$ cat src/rtl/evt_mailbox_pkg.sv
// Shared constants for the event mailbox: endpoint word width, count_out layout, select width.
// Optional counter path is enabled with EVT_MAILBOX_COUNT_EN.
package evt_mailbox_pkg;

   localparam int MAX_EVT = 16;
   localparam int EP_W    = 16;
   localparam int OVF_BIT = 15;
   localparam int SEL_W   = 4;

   typedef logic [EP_W-1:0] ep_word_t;

endpackage

$ cat src/rtl/evt_mailbox_chan.sv
// One mailbox channel: sticky pend bit, first-occurrence irq pulse and, with
// EVT_MAILBOX_COUNT_EN, a saturating counter with overflow flag and snapshot shadow.
module evt_mailbox_chan #(
   parameter int CNT_W = 8
) (
   input  logic           clk,
   input  logic           reset_n,
   input  logic           evt,
   input  logic           ack,
   input  logic           snap,
   output logic           pend,
   output logic           pend_nxt,
   output logic           irq,
   output logic [CNT_W:0] shadow
);

   logic pend_q, pend_d;
   logic irq_q, irq_d;

   // An ack+evt collision opens a new epoch, so it notifies even though pend stays high.
   always_comb begin
      pend_d = pend_q;
      if (evt) begin
         pend_d = 1'b1;
      end else if (ack) begin
         pend_d = 1'b0;
      end
      irq_d = evt & (~pend_q | ack);
   end

   always_ff @(posedge clk or negedge reset_n) begin
      if (!reset_n) begin
         pend_q <= 1'b0;
         irq_q  <= 1'b0;
      end else begin
         pend_q <= pend_d;
         irq_q  <= irq_d;
      end
   end

   assign pend     = pend_q;
   assign pend_nxt = pend_d;
   assign irq      = irq_q;

`ifdef EVT_MAILBOX_COUNT_EN
   logic [CNT_W-1:0] cnt_q, cnt_d;
   logic             ovf_q, ovf_d;
   logic [CNT_W:0]   shadow_q, shadow_d;

   always_comb begin
      cnt_d = cnt_q;
      ovf_d = ovf_q;
      if (evt && ack) begin
         cnt_d = CNT_W'(1);
         ovf_d = 1'b0;
      end else if (ack) begin
         cnt_d = '0;
         ovf_d = 1'b0;
      end else if (evt) begin
         if (&cnt_q) begin
            ovf_d = 1'b1;
         end else begin
            cnt_d = cnt_q + CNT_W'(1);
         end
      end
      // Snapshot captures the post-update value so a same-cycle event is included.
      shadow_d = snap ? {ovf_d, cnt_d} : shadow_q;
   end

   always_ff @(posedge clk or negedge reset_n) begin
      if (!reset_n) begin
         cnt_q    <= '0;
         ovf_q    <= 1'b0;
         shadow_q <= '0;
      end else begin
         cnt_q    <= cnt_d;
         ovf_q    <= ovf_d;
         shadow_q <= shadow_d;
      end
   end

   assign shadow = shadow_q;
`else
   logic unused_snap;
   assign unused_snap = snap;
   assign shadow      = '0;
`endif

endmodule

$ cat src/rtl/evt_mailbox.sv
// Event mailbox top: N_EVT channels, pending/irq padding, any_pend and the registered
// count_out select mux (count path present only with EVT_MAILBOX_COUNT_EN).
import evt_mailbox_pkg::*;

module evt_mailbox #(
   parameter int N_EVT = 16,
   parameter int CNT_W = 8
) (
   input  logic               clk,
   input  logic               reset_n,
   input  logic [MAX_EVT-1:0] evt_in,
   input  logic [MAX_EVT-1:0] ack_trig,
   input  logic               snap_trig,
   input  logic [SEL_W-1:0]   sel,
   output logic [EP_W-1:0]    pend_out,
   output logic [EP_W-1:0]    count_out,
   output logic [EP_W-1:0]    irq_trig,
   output logic               any_pend
);

   logic [N_EVT-1:0]          pend_w, pend_nxt_w, irq_w;
   logic [N_EVT-1:0][CNT_W:0] shadow_w;
   logic                      any_pend_q, any_pend_d;

   for (genvar i = 0; i < N_EVT; i++) begin : g_chan
      evt_mailbox_chan #(.CNT_W(CNT_W)) u_chan (
         .clk      (clk),
         .reset_n  (reset_n),
         .evt      (evt_in[i]),
         .ack      (ack_trig[i]),
         .snap     (snap_trig),
         .pend     (pend_w[i]),
         .pend_nxt (pend_nxt_w[i]),
         .irq      (irq_w[i]),
         .shadow   (shadow_w[i])
      );
   end

   // Channel inputs above N_EVT have no channel behind them.
   logic unused_in;
   assign unused_in = ^{evt_in, ack_trig};

   always_comb begin
      any_pend_d = |pend_nxt_w;
   end

   always_ff @(posedge clk or negedge reset_n) begin
      if (!reset_n) begin
         any_pend_q <= 1'b0;
      end else begin
         any_pend_q <= any_pend_d;
      end
   end

   assign pend_out = EP_W'(pend_w);
   assign irq_trig = EP_W'(irq_w);
   assign any_pend = any_pend_q;

`ifdef EVT_MAILBOX_COUNT_EN
   ep_word_t count_q, count_d;

   // Out-of-range selects fall through to zero because no loop iteration matches.
   always_comb begin
      count_d = '0;
      for (int i = 0; i < N_EVT; i++) begin
         if (sel == SEL_W'(i)) begin
            count_d[OVF_BIT]     = shadow_w[i][CNT_W];
            count_d[CNT_W-1:0]   = shadow_w[i][CNT_W-1:0];
         end
      end
   end

   always_ff @(posedge clk or negedge reset_n) begin
      if (!reset_n) begin
         count_q <= '0;
      end else begin
         count_q <= count_d;
      end
   end

   assign count_out = count_q;
`else
   logic unused_cnt;
   assign unused_cnt = ^{sel, shadow_w};
   assign count_out  = '0;
`endif

endmodule
$ cat config.mk
export PLATFORM = sky130hd
export DESIGN_NAME = evt_mailbox
export DESIGN_NICKNAME = d
export VERILOG_FILES = /design/src/rtl/evt_mailbox_pkg.sv /design/src/rtl/evt_mailbox_chan.sv /design/src/rtl/evt_mailbox.sv
export SDC_FILE = /design/constraint.sdc
export NUM_CORES = 1
export LEC_CHECK = 0
export BUFFER_PORTS_ARGS = -buffer_cell sky130_fd_sc_hd__buf_2
export CAP_MARGIN = 20
export CORE_MARGIN = 5
export CORE_UTILIZATION = 25
export CTS_BUF_LIST = sky130_fd_sc_hd__clkbuf_16
export DETAILED_ROUTE_END_ITERATION = 10
export SLEW_MARGIN = 20
export SYNTH_ARGS = -nofsm -noshare
export SYNTH_HDL_FRONTEND = slang
export SYNTH_SLANG_ARGS = --single-unit
$ cat constraint.sdc
create_clock -name clk -period 1.1 [get_ports clk]
set_input_delay 0 -clock clk [delete_from_list [all_inputs] [get_ports clk]]
set_output_delay 0 -clock clk [all_outputs]
set_load 0.005 [all_outputs]
==> reports/qor.txt <==
status: finished, violations left
failing checks: setup timing
Post-Synth Adder-Cell Area: 0%
reg2reg end: any_pend$_DFF_PN0_
Area growth, synth to finish: 32.0%
drt pass-1 iters: 4
CTS H-tree depth: 2
Clock Tree Buf Depth: 2
cell count along the critical path: 4
Top FF cell, synth: dfrtp_1
number of remaining DRC errors: 0
Clock Latency Late Sink: 0.27 ns
most frequent cell after synthesis: buf_4
Clk pin slew, worst setup/hold paths: 0.05 ns
Syn Inst Count: 138
Final Util: 33.4%
CP Data Arrival Time: 1.27 ns
Critical Path Sink Type: register
total routed wirelength: 3.21 mm
Worst Hold Class: primary input to register
first-pass GRT wire length: 5.55 mm
largest net degree at the start of global routing: 34
Clock Skews: 0.00711 ns
top cell family by delay on the critical path: simple AND/OR/NAND/NOR gates
Core Region: 0.00628 mm^2
worst hold stages: 3
RSZ-0062 raised after global routing: true
filler cell count: 652
Slew Viols, Final: 0
Worst R2R Start: g_chan[7].u_chan.pend$_DFF_PN0_
top post-synthesis cells by area: dfrtp_1, buf_4, nand2b_1, and2_1, and4bb_1
Hold Fails Final Rpt: 0
Worst Reg-to-Reg Cells: 4
number of nets in the layout: 243
Peak Freq: 878 MHz
CP max-delay cell: dfrtp_1
most instantiated cells after synthesis: buf_4, dfrtp_1, nand2b_1
layout cells sized above 1: 41.2%
Die Span Y: 89.7 um
final critical-path setup slack: -0.0396 ns
complex-gate fraction of the synthesized area: 0%
crit-path cells: nand2b_1 -> nand2b_1 -> nor4_4 -> nand3_1
hpwl dp: 2.43 mm
Hold Startpoint: ack_trig[10]
# setup viols final: 1
Congestion Overflow GR: 0
Final GP Congestion: 0.655
P_leak: 0.00105 uW
largest family of logic cells by synthesized area: simple AND/OR/NAND/NOR gates
post-synth top area cell: dfrtp_1
Initial Util: 25.3%
multiplexer share of the synthesized area: 0%
Antenna Nets Post-Route: 0
CP startpoint kind: register
CP most frequent cell: nand2b_1
max incr delay on CP: 0.38 ns
vias in the first global route: 1125
Port Buffer Count: 66
Final Critical Period: 1.14 ns
Worst Path Buf+Inv: 0
sequential fraction of the synthesis area: 52.0%
Synth Area in Simple Gates: 25.1%
maximum vdd ir drop: 0.508 mV
Clock Tree Root: clkbuf_16
Post-synth EDFFs: 0
Synth top area share: 52.0%
Mapped Area: 0.00159 mm^2
number of I/O pins: 88
DR WL/cell: 11.4 um
total power: 2970 uW
Yosys cell types: 10
Warnings, synthesis: 0
n_diodes: 0
Syn Area/Cell: 11.5 um^2
Iter 0 DRT Violations: 12
Worst Hold End: g_chan[10].u_chan.pend$_DFF_PN0_
max_cap viols: 0
internal reg-to-reg setup slack: -0.04 ns
xor-xnor portion of the synthesized cell area: 0%
die area: 0.00805 mm^2
share of the clock period used by the worst path: 104%
CTS tree: yes
Die Span X: 89.7 um
async set-or-reset flop fraction in the synthesized netlist: 100%
GRT Total Usage: 8.54%
PwrDens: 1420 mW/mm^2
vias: 1009
initial antenna violation count: 0
Num CTS Buffers: 5
Worst Path Max Fanout: 2
critical path class: register to register
vias per cell: 3.59
Synth Register Bits: 33
cell row count: 29
# clock sinks: 33
Critical Path RT: 1.23 ns
[registers in the layout (all words and copies together), names as in the netlist]
| name | count |
|---|---|
| any_pend | 1 |
| g_chan.u_chan.irq | 16 |
| g_chan.u_chan.pend | 16 |
[tightest hold or removal path: cells and delay by family]
kind	cells	cell delay, ns
and+or+nand+nor	2	0.16
buffers and inverters	1	0.07
[layout make-up]
cell class	count	area (um^2)	share of cell area, %
clock inverter	2	7.51	0.358
multi-input combinational	72	474	22.6
tap	77	96.3	4.59
clock buffer	5	125	5.97
timing repair buffer	92	568	27.1
sequential	33	826	39.4
[where the power goes]
part	switching, uW	internal, uW
Sequential	33.5	1300
Clock	448	806
Combinational	163	226
Total	645	2330
[worst max-delay path by stage]
stage | startpoint | to | slack [ns]
final | g_chan[7].u_chan.pend$_DFF_PN0_ | any_pend$_DFF_PN0_ | -0.04
after global routing | g_chan[5].u_chan.pend$_DFF_PN0_ | any_pend$_DFF_PN0_ | -0.13
after CTS | g_chan[15].u_chan.pend$_DFF_PN0_ | any_pend$_DFF_PN0_ | -0.07
after detailed placement | g_chan[5].u_chan.pend$_DFF_PN0_ | any_pend$_DFF_PN0_ | -0.13
after global placement | g_chan[5].u_chan.pend$_DFF_PN0_ | any_pend$_DFF_PN0_ | -0.18
after floorplan | g_chan[10].u_chan.pend$_DFF_PN0_ | any_pend$_DFF_PN0_ | 0.09
[per-layer routing]
layer	routed length [um]	up-vias	GRT usage, %
met5	0	-	0
met4	16	0	3.02
met3	308	2	3.59
met2	1640	46	14.0
met1	1250	463	9.92
li1	-	498	-
[cell families after synthesis]
kind of cell / after synthesis
and+or+nand+nor: 56
buffers and inverters: 48
DFF: 33
other: 1
[metrics by stage]
| step | setup TNS (ns) | hold slack [ns] | setup slack (ns) | area [um^2] | std cells |
|---|---|---|---|---|---|
| finish | -0.0396 | 0.000361 | -0.0396 | 2100 | 281 |
| global route | -0.129 | 0.00187 | -0.129 | 2100 | 281 |
| CTS | -0.0729 | -0.00728 | -0.0729 | 2080 | 279 |
| detailed placement | -0.133 | 0.0593 | -0.133 | 1760 | 255 |
| global placement | -0.175 | 0.0655 | -0.175 | 1760 | 255 |
| floorplan | 0 | -0.296 | 0.0907 | 1650 | 153 |
[cells in the final DEF, fill, tap and decap left out, drive strengths merged]
| cell type | n |
|---|---|
| and2 | 16 |
| and4 | 1 |
| and4bb | 4 |
| buf | 75 |
| clkbuf | 5 |
| clkinv | 1 |
| conb | 16 |
| dfrtp | 33 |
| dlygate4sd3 | 17 |
| inv | 1 |
| nand2b | 32 |
| nand3 | 1 |
| nor4 | 2 |
[repair_timing]
action | in CTS | in global routing
pin swaps | 2 | 2
setup buffers | 0 | 2
setup endpoints to repair | 1 | 1
gates resized for setup | 2 | 0
hold buffers | 17 | 0
endpoints found under the hold margin | 61 | 0
No activity file was read; power rests on OpenSTA's default activity.
